==> config.mk <==
export PLATFORM = sky130hd
export DESIGN_NAME = i2s_adc_receiver
export DESIGN_NICKNAME = d
export VERILOG_FILES = /design/src/rtl/i2s_adc_receiver_pkg.sv /design/src/rtl/i2s_adc_receiver_sync_edge.sv /design/src/rtl/i2s_adc_receiver.sv
export SDC_FILE = /design/constraint.sdc
export NUM_CORES = 1
export LEC_CHECK = 0
export CORE_ASPECT_RATIO = 1.1
export CORE_MARGIN = 2
export CORE_UTILIZATION = 49
export DETAILED_ROUTE_END_ITERATION = 8
export GPL_TIMING_DRIVEN = 0
export PLACE_DENSITY = 0.75
export SLEW_MARGIN = 20
export SYNTH_ARGS = -nofsm -noshare
export SYNTH_HDL_FRONTEND = slang
export SYNTH_HIERARCHICAL = 1
export SYNTH_SLANG_ARGS = --single-unit
==> constraint.sdc <==
create_clock -name clk -period 1.69 [get_ports clk]
set_input_delay 0.2535 -clock clk [delete_from_list [all_inputs] [get_ports clk]]
set_output_delay 0.2535 -clock clk [all_outputs]
set_load 0.05 [all_outputs]
==> src/rtl/i2s_adc_receiver_pkg.sv <==
// Shared constants for the WM8731 I2S ADC receiver: FSM encoding, channel codes, default width.
package i2s_adc_receiver_pkg;

  localparam int unsigned DefDataW = 16;

  typedef logic [1:0] rx_state_t;

  localparam rx_state_t StIdle  = 2'd0;
  localparam rx_state_t StAlign = 2'd1;
  localparam rx_state_t StShift = 2'd2;
  localparam rx_state_t StGap   = 2'd3;

  localparam logic ChLeft  = 1'b0;
  localparam logic ChRight = 1'b1;

endpackage

==> src/rtl/i2s_adc_receiver_sync_edge.sv <==
// Multi-stage synchroniser for an asynchronous clock-like input with a one-clk rising-edge strobe.
module i2s_adc_receiver_sync_edge #(
  parameter int unsigned SYNC_STAGES = 2
) (
  input  logic clk,
  input  logic reset,
  input  logic din,
  output logic rise
);

  logic [SYNC_STAGES-1:0] sync_q;
  logic                   prev_q;

  always_ff @(posedge clk or negedge reset) begin
    if (!reset) begin
      sync_q <= '0;
      prev_q <= 1'b0;
    end else begin
      sync_q <= {sync_q[SYNC_STAGES-2:0], din};
      prev_q <= sync_q[SYNC_STAGES-1];
    end
  end

  assign rise = sync_q[SYNC_STAGES-1] & ~prev_q;

endmodule

==> src/rtl/i2s_adc_receiver.sv <==
// I2S slave receiver for the codec ADC: aligns to LRCK, deserialises 16-bit L/R samples and
// presents each pair on a valid/ready port with sticky overrun and framing-error flags.
module i2s_adc_receiver
  import i2s_adc_receiver_pkg::*;
#(
  parameter int unsigned DATA_W      = DefDataW,
  parameter int unsigned SYNC_STAGES = 2
) (
  input  logic              clk,
  input  logic              reset,
  input  logic              init_done,
  input  logic              aud_bclk,
  input  logic              aud_adclrck,
  input  logic              aud_adcdat,
  output logic [DATA_W-1:0] out_l,
  output logic [DATA_W-1:0] out_r,
  output logic              out_valid,
  input  logic              out_ready,
  output logic              overrun,
  output logic              frame_err,
  output logic              locked
);

  localparam int unsigned CntW = $clog2(DATA_W) + 1;
  localparam logic [CntW-1:0] BitLast = CntW'(DATA_W - 1);

  logic                   bclk_rise;
  logic [SYNC_STAGES-1:0] lrck_sync_q, dat_sync_q;
  logic                   lrck_s, dat_s, lr_edge;

  rx_state_t              state_q, state_d;
  logic                   ch_q, ch_d;
  logic [CntW-1:0]        bitcnt_q, bitcnt_d;
  logic [DATA_W-1:0]      shreg_q, shreg_d;
  logic [DATA_W-1:0]      hold_l_q, hold_l_d;
  logic                   lr_prev_q, lr_prev_d;
  logic                   pub_q, pub_d;
  logic                   ferr_set;

  logic [DATA_W-1:0]      out_l_q, out_r_q;
  logic                   valid_q, overrun_q, frame_err_q;

  i2s_adc_receiver_sync_edge #(
    .SYNC_STAGES(SYNC_STAGES)
  ) u_bclk_sync (
    .clk  (clk),
    .reset(reset),
    .din  (aud_bclk),
    .rise (bclk_rise)
  );

  // LRCK and DAT go through the same depth as BCLK so they line up with bclk_rise.
  always_ff @(posedge clk or negedge reset) begin
    if (!reset) begin
      lrck_sync_q <= '0;
      dat_sync_q  <= '0;
    end else begin
      lrck_sync_q <= {lrck_sync_q[SYNC_STAGES-2:0], aud_adclrck};
      dat_sync_q  <= {dat_sync_q[SYNC_STAGES-2:0], aud_adcdat};
    end
  end

  assign lrck_s  = lrck_sync_q[SYNC_STAGES-1];
  assign dat_s   = dat_sync_q[SYNC_STAGES-1];
  assign lr_edge = bclk_rise && (lrck_s != lr_prev_q);

  always_comb begin
    state_d   = state_q;
    ch_d      = ch_q;
    bitcnt_d  = bitcnt_q;
    shreg_d   = shreg_q;
    hold_l_d  = hold_l_q;
    lr_prev_d = bclk_rise ? lrck_s : lr_prev_q;
    pub_d     = 1'b0;
    ferr_set  = 1'b0;
    case (state_q)
      StIdle: begin
        if (init_done) state_d = StAlign;
      end
      StAlign: begin
        // The left-channel edge is the I2S delay slot, so its DAT bit is dropped.
        if (lr_edge && lrck_s == ChLeft) begin
          state_d  = StShift;
          bitcnt_d = '0;
          ch_d     = ChLeft;
        end
      end
      StShift: begin
        if (lr_edge) begin
          ferr_set = 1'b1;
          state_d  = StAlign;
        end else if (bclk_rise) begin
          shreg_d  = {shreg_q[DATA_W-2:0], dat_s};
          bitcnt_d = bitcnt_q + CntW'(1);
          if (bitcnt_q == BitLast) begin
            state_d = StGap;
            if (ch_q == ChLeft) hold_l_d = shreg_d;
            else                pub_d    = 1'b1;
          end
        end
      end
      default: begin
        if (lr_edge) begin
          if (lrck_s == ChRight && ch_q == ChLeft) begin
            state_d  = StShift;
            ch_d     = ChRight;
            bitcnt_d = '0;
          end else if (lrck_s == ChLeft && ch_q == ChRight) begin
            state_d  = StShift;
            ch_d     = ChLeft;
            bitcnt_d = '0;
          end else begin
            ferr_set = 1'b1;
            state_d  = StAlign;
          end
        end
      end
    endcase
    if (!init_done) begin
      state_d  = StIdle;
      pub_d    = 1'b0;
      ferr_set = 1'b0;
    end
  end

  always_ff @(posedge clk or negedge reset) begin
    if (!reset) begin
      state_q   <= StIdle;
      ch_q      <= ChLeft;
      bitcnt_q  <= '0;
      shreg_q   <= '0;
      hold_l_q  <= '0;
      lr_prev_q <= 1'b0;
      pub_q     <= 1'b0;
    end else begin
      state_q   <= state_d;
      ch_q      <= ch_d;
      bitcnt_q  <= bitcnt_d;
      shreg_q   <= shreg_d;
      hold_l_q  <= hold_l_d;
      lr_prev_q <= lr_prev_d;
      pub_q     <= pub_d;
    end
  end

  // Output stage: a publish in the same clk as acceptance keeps out_valid high.
  always_ff @(posedge clk or negedge reset) begin
    if (!reset) begin
      out_l_q     <= '0;
      out_r_q     <= '0;
      valid_q     <= 1'b0;
      overrun_q   <= 1'b0;
      frame_err_q <= 1'b0;
    end else if (!init_done) begin
      valid_q     <= 1'b0;
      overrun_q   <= 1'b0;
      frame_err_q <= 1'b0;
    end else begin
      if (ferr_set) frame_err_q <= 1'b1;
      if (pub_q) begin
        out_l_q <= hold_l_q;
        out_r_q <= shreg_q;
        valid_q <= 1'b1;
        if (valid_q && !out_ready) overrun_q <= 1'b1;
      end else if (valid_q && out_ready) begin
        valid_q <= 1'b0;
      end
    end
  end

  assign out_l     = out_l_q;
  assign out_r     = out_r_q;
  assign out_valid = valid_q;
  assign overrun   = overrun_q;
  assign frame_err = frame_err_q;
  assign locked    = (state_q == StShift) || (state_q == StGap);

endmodule

==> results.sh, run 1 <==
export IMPL_status="finished with violations"
export IMPL_violations="negative setup slack"
export IMPL_fin_crit_ps=1820
export IMPL_syn_instance_count=225
export IMPL_grt_use_total_pct=17.5
export IMPL_synth_edf_count=0
export IMPL_cts_tree="built"
export IMPL_setup_slack_ps=-132
export IMPL_first_global_vias=2080
export IMPL_synthTopCellsByArea="dfrtp_1 61%, mux2_2 18%, mux2_4 4.4%, ha_1 2.6%, inv_1 0.77%"
export IMPL_clkLatencyLatePin_ps=340
export IMPL_yosysTopAreaCell="dfrtp_1"
export IMPL_io_buffers=42
export IMPL_die_w_um=83.8
export IMPL_h_tree_depth=3
export IMPL_numCtsBuffers=9
export IMPL_r2r_slack_ps=-130
export IMPL_overflow=0
export IMPL_start_util_pct=49.8
export IMPL_final_area_um2=4500
export IMPL_coreArea_um2=6890
export IMPL_irDropWorstVdd_mv=1.06
export IMPL_gp_congestion=0.801
export IMPL_finClkSkew_ps=11.5
export IMPL_rsz0062_at_grt="yes"
export IMPL_drc=0
export IMPL_layout_drive_gt1_share_pct=43.1
export IMPL_synth_flop_cell="dfrtp_1"
export IMPL_routed_wl_mm=6.37
export IMPL_first_pass_iters=4
export IMPL_start_kind="flop"
export IMPL_synthDistinctLibCells=39
export IMPL_cts_sinks=84
export IMPL_synth_area_um2=3430
export IMPL_nets=308
export IMPL_ys_seq_area_share_pct=61.3
export IMPL_synth_common_cells="84 x dfrtp_1, 56 x mux2_2, 10 x mux2_4, 7 x ha_1, 7 x inv_1"
export IMPL_fin_crit_sh_pct=108
export IMPL_route_vias_total=2057
export IMPL_critical_path_class="reg2reg"
export IMPL_yosysMostFrequentCell="dfrtp_1"
export IMPL_cp_end_kind="flop"
export IMPL_relSlewSlack_pct=67.0
export IMPL_crit_path_max_fanout=7
export IMPL_rows=32
export IMPL_avgSynthCellArea_um2=15.2
export IMPL_die_h_um=91.8
export IMPL_max_freq_ghz=0.549
export IMPL_setup_viol=18
export IMPL_vias_per_cell=5.36
export IMPL_powerDensity_nw_per_um2=1080
export IMPL_syn_num_nets=239
export IMPL_clk_path_buf_depth=2
export IMPL_ys_ff_latch=84
export IMPL_p_leak_nw=2.35
export IMPL_required_ps=1910
export IMPL_cap_violations=0
export IMPL_dp_hpwl_mm=3.88
export IMPL_hold_viol_final=0
export IMPL_dpl_instance_area_um2=4010
export IMPL_slew_viol_final=0
export IMPL_yosysWarnings=6
export IMPL_cts_root_buf="clkbuf_8"
export IMPL_fin_util_pct=65.4
export IMPL_drt_initial_drc_count=104
export IMPL_worstMarginPinSlew_ps=497
export IMPL_synth_top_cell_area_share_pct=61.3
export IMPL_synthToLayoutAreaGrowth_pct=31.2
export IMPL_die_area_um2=7690
export IMPL_ant_nets=0
export IMPL_io_pins=43
export IMPL_wl_per_cell_um=16.6
export IMPL_grt_pass1_wl_mm=10.5
export IMPL_antenna_cells=0
export IMPL_async_flop_share_pct=100
export IMPL_hold_path_class="in2reg"
export IMPL_clkTransAtPathRegs_ps=80
export IMPL_fillCellCount=514
export IMPL_crit_arrival_ps=2040
export IMPL_antenna_found_initial=0
export IMPL_grt_start_max_net_pins=58
export IMPL_pre_cts_ws_ps=-574
placed cells by master (no fill, tap or decap), types with 3 or more instances in the layout:
master	synthesis	routed
nor2_1	3	3
mux2_4	10	11
buf_12	0	3
dfrtp_2	0	3
nand2b_1	3	3
inv_1	7	6
clkdlybuf4s50_1	0	5
buf_8	0	3
dlygate4sd2_1	0	35
and3b_1	3	3
dfrtp_1	84	81
buf_4	0	10
buf_2	2	5
nand2_1	3	3
nor2b_1	4	4
mux2_2	56	55
and3_4	2	3
clkbuf_8	0	11
ha_4	0	4
sequential cells by signal, indices dropped and copies added, names as in the netlist, 2 cells and up:
name                flops
hold_l_q               16
out_l                  16
state_q                 2
out_r                  16
lrck_sync_q             2
bitcnt_q                5
shreg_q                16
dat_sync_q              2
u_bclk_sync/sync_q      2
per-layer routing:
metal / track usage [%] / vias to the layer above / share of wire (%)
met5: 0 / - / 0
met4: 6.05 / 0 / 1.8
met3: 4.32 / 10 / 3.8
met2: 29.1 / 51 / 51
met1: 22.5 / 1058 / 43
li1: - / 938 / -
final timing paths:
path | depth (start not counted) | from | to
worst max-delay path | 6 | lrck_sync_q[1]$_DFF_PN0_ | hold_l_q[7]$_DFFE_PN0P_
worst min-delay path | 1 | aud_adclrck | lrck_sync_q[0]$_DFF_PN0_
worst max register to register | 6 | lrck_sync_q[1]$_DFF_PN0_ | hold_l_q[7]$_DFFE_PN0P_
worst min register to register | 0 | u_bclk_sync/sync_q[0]$_DFF_PN0_ | u_bclk_sync/sync_q[1]$_DFF_PN0_
max in group asynchronous | 3 | reset | lr_prev_q$_DFFE_PN0P_
min in group asynchronous | 2 | reset | out_r[14]$_DFFE_PN0P_
what timing repair did:
item | 4_1_cts | 5_1_grt
pin swaps | 5 | 6
setup buffers | 8 | 5
endpoints found under the setup margin | 88 | 20
cloned | 1 | 1
resized for setup | 63 | 15
hold buffers | 1 | 0
endpoints found under the hold margin | 27 | 0
cell families (layout without fill, tap and decap cells):
logic type / after synthesis / after routing / synth area share, %
AO/OA/AOI/OAI: 17 / 17 / 3.76
flip-flops: 84 / 84 / 61.3
multiplexers: 68 / 68 / 23.3
adder cells (fa/ha/maj): 7 / 7 / 2.55
AND/OR/NAND/NOR: 32 / 32 / 6.56
buffers and inverters: 16 / 90 / 2.26
XOR/XNOR: 1 / 1 / 0.255
per-stage QoR:
step,TNS [ps],std cells,total power [mW],hold slack (ps)
floorplan,-102,225,2.69,-42.1
global placement,-227400,352,2.86,333
detailed placement,-17030,353,2.90,202
CTS,-614,378,4.55,325
global route,-2600,384,5.09,333
finish,-1380,384,4.86,339
layout make-up:
| type | count | area (um2) | share of cell area (%) |
|---|---|---|---|
| Tap cell | 85 | 106 | 2.36 |
| Clock inverter | 5 | 60.1 | 1.33 |
| Timing Repair Buffer | 59 | 599 | 13.3 |
| Inverter | 7 | 26.3 | 0.584 |
| Multi-Input combinational cell | 125 | 1380 | 30.6 |
| Sequential cell | 84 | 2110 | 46.8 |
| Buffer | 8 | 75.1 | 1.67 |
| Clock buffer | 11 | 151 | 3.36 |
worst max-delay path, stage by stage, from the launching register on:
cell,delay (ps)
dfrtp_2,480
xnor2_2,230
and3_4,230
and3_4,230
buf_12,130
buf_12,120
mux2_4,290
power breakdown:
group          internal [mW]  switching [mW]  leakage, nW  total (mW)
Clock                  0.766           0.709        0.106        1.48
Combinational          0.613           0.610         1.10        1.22
Sequential              2.09          0.0703         1.15        2.16
Total                   3.47            1.39         2.35        4.86
No activity file was read; power rests on OpenSTA's default activity.
==> inputs of run 2 (changes only) <==
--- a/config.mk
+++ b/config.mk
@@ -7,10 +7,11 @@
 export LEC_CHECK = 0
 export CORE_ASPECT_RATIO = 1.1
 export CORE_MARGIN = 2
-export CORE_UTILIZATION = 49
+export CORE_UTILIZATION = 55
 export DETAILED_ROUTE_END_ITERATION = 8
+export DONT_BUFFER_PORTS = 1
 export GPL_TIMING_DRIVEN = 0
-export PLACE_DENSITY = 0.75
+export PLACE_DENSITY = 0.73
 export SLEW_MARGIN = 20
 export SYNTH_ARGS = -nofsm -noshare
 export SYNTH_HDL_FRONTEND = slang
==> results.sh, run 2 (synthesis results as in run 1) <==
export IMPL_relSlewSlack_pct=66.9
export IMPL_ant_nets=0
export IMPL_path_cells="ha_2 -> and3_4 -> ha_4 -> and3_4 -> buf_12 -> buf_12 -> mux2_4"
export IMPL_pre_cts_ws_ps=-262
export IMPL_finClkSkew_ps=9.63
export IMPL_grt_pass1_wl_mm=9.44
export IMPL_powerDensity_nw_per_um2=1160
export IMPL_coreArea_um2=6120
export IMPL_cts_tree="built"
export IMPL_layout_drive_gt1_share_pct=49.4
export IMPL_irDropWorstVdd_mv=0.810
export IMPL_switching_share_pct=27.0
export IMPL_drt_initial_drc_count=88
export IMPL_cp_slowest_stage_delay_ps=390
export IMPL_fin_crit_sh_pct=104
export IMPL_cts_sinks=84
export IMPL_grt_start_max_net_pins=85
export IMPL_route_met3_wl_um=266
export IMPL_hold_ws_ps=-399
export IMPL_fin_util_pct=67.0
export IMPL_clkLatencyLatePin_ps=340
export IMPL_gp_congestion=0.775
export IMPL_start_util_pct=56.1
export IMPL_met2_length_mm=2.89
export IMPL_power_mw=4.75
export IMPL_overflow=0
export IMPL_critical_path_class="reg2reg"
export IMPL_routed_wl_mm=5.77
export IMPL_met1_length_mm=2.53
export IMPL_drc=0
export IMPL_antenna_found_initial=0
export IMPL_vias_per_cell=5.47
export IMPL_p_comb_share_pct=21.4
export IMPL_dpl_instance_area_um2=3560
export IMPL_final_cells=339
export IMPL_p_leak_nw=2.03
export IMPL_wl_per_cell_um=17.0
export IMPL_first_global_vias=1941
export IMPL_grt_use_total_pct=18.1
export IMPL_route_vias_total=1855
export IMPL_cp_end_kind="flop"
export IMPL_cpMaxStageDelayCell="dfrtp_1"
export IMPL_hold_viol_final=84
export IMPL_cts_root_buf="clkbuf_8"
export IMPL_switchingPower_mw=1.28
export IMPL_highest_layer="met4"
export IMPL_p_seq_share_pct=45.6
export IMPL_max_freq_ghz=0.571
export IMPL_dpl_cell_count=305
export IMPL_io_pins=43
export IMPL_rows=30
export IMPL_setup_tns_ps=-402
export IMPL_pwr_share_clk_pct=33.1
export IMPL_cts_hold_buffers=3
export IMPL_die_h_um=86.8
export IMPL_first_pass_iters=4
export IMPL_h_tree_depth=3
export IMPL_crit_arrival_ps=1970
export IMPL_crit_path_max_fanout=5
export IMPL_hold_path_class="in2async"
export IMPL_status="finished with violations"
export IMPL_intPower_mw=3.47
export IMPL_setup_viol=12
export IMPL_dp_hpwl_mm=3.54
export IMPL_fin_crit_ps=1750
export IMPL_start_kind="flop"
export IMPL_synthToLayoutAreaGrowth_pct=19.5
export IMPL_worstMarginPinSlew_ps=496
export IMPL_clk_path_buf_depth=2
export IMPL_rr_worst_depth=7
export IMPL_nets=268
export IMPL_antenna_cells=0
export IMPL_final_cell_mix="81 x dfrtp_1, 54 x mux2_2, 12 x mux2_4, 12 x buf_4, 11 x clkbuf_8"
export IMPL_die_w_um=79.3
export IMPL_final_area_um2=4100
export IMPL_final_common_cell="dfrtp_1"
export IMPL_io_buffers=0
export IMPL_setup_slack_ps=-59.8
export IMPL_clkTransAtPathRegs_ps=80
export IMPL_numCtsBuffers=9
export IMPL_required_ps=1910
export IMPL_slew_viol_final=0
export IMPL_violations="negative hold slack, negative setup slack"
export IMPL_die_area_um2=6890
export IMPL_rsz0062_at_grt="yes"
export IMPL_cap_violations=0
run 2: cell types whose count changed in the layout (fill, tap and decap cells not counted), moves of 2 or more:
| cell | before | now |
|---|---|---|
| dlygate4sd2_1 | 35 | 0 |
| clkdlybuf4s50_1 | 5 | 0 |
| buf_2 | 5 | 3 |
| buf_4 | 10 | 12 |
| buf_8 | 3 | 1 |
| clkbuf_2 | 0 | 2 |
| clkinv_4 | 2 | 0 |
| dlygate4sd3_1 | 1 | 3 |
run 2: final cells by class:
class                      instances  area, um2
timing repair buffer              19        190
inverter                           7       26.3
sequential                        84       2110
tap                               80        100
clock buffer                      11        141
buffer                             8       73.8
clock inverter                     5       83.8
multi-input combinational        125       1380
fill                             408       2020
run 2: per-layer routing:
metal | vias up | track usage [%]
met5 | - | 0
met3 | 8 | 5.10
met1 | 949 | 23.0
li1 | 855 | -
met4 | 0 | 7.05
met2 | 43 | 29.6
run 2: repair_timing:
action                                  4_1_cts  5_1_grt
pin swaps                                     9        6
resized for setup                            25       12
setup buffers                                11        4
gates cloned                                  1        0
hold endpoints to repair                     87       84
endpoints found under the setup margin       40       45
run 2: final timing paths:
kind	start	to	slack (ps)
hold / removal	reset	shreg_q[9]$_DFFE_PN0P_	-400
max in group asynchronous	reset	lr_prev_q$_DFFE_PN0P_	1960
setup reg to reg	bitcnt_q[1]$_DFFE_PN0P_	hold_l_q[11]$_DFFE_PN0P_	-60
min in group clk	init_done	out_valid$_DFFE_PN0P_	30
hold reg to reg	dat_sync_q[0]$_DFF_PN0_	dat_sync_q[1]$_DFF_PN0_	360
setup / recovery	bitcnt_q[1]$_DFFE_PN0P_	hold_l_q[11]$_DFFE_PN0P_	-60
run 2: power groups by stage:
| stage | registers, mW | logic [mW] | clock network (mW) |
|---|---|---|---|
| finish | 2.16 | 1.01 | 1.57 |
| global route | 2.18 | 1.09 | 1.69 |
| global placement | 2.20 | 0.587 | 0 |
| CTS | 2.15 | 0.834 | 1.61 |
| detailed placement | 2.20 | 0.598 | 0 |
| floorplan | 2.18 | 0.507 | 0 |
run 2: worst max-delay path, delay by kind of cell (launching register included):
kind          cells  cell delay, ps
buf+inv           2             260
fa+ha+maj         2             340
mux               1             280
flops             1             390
simple gates      2             360
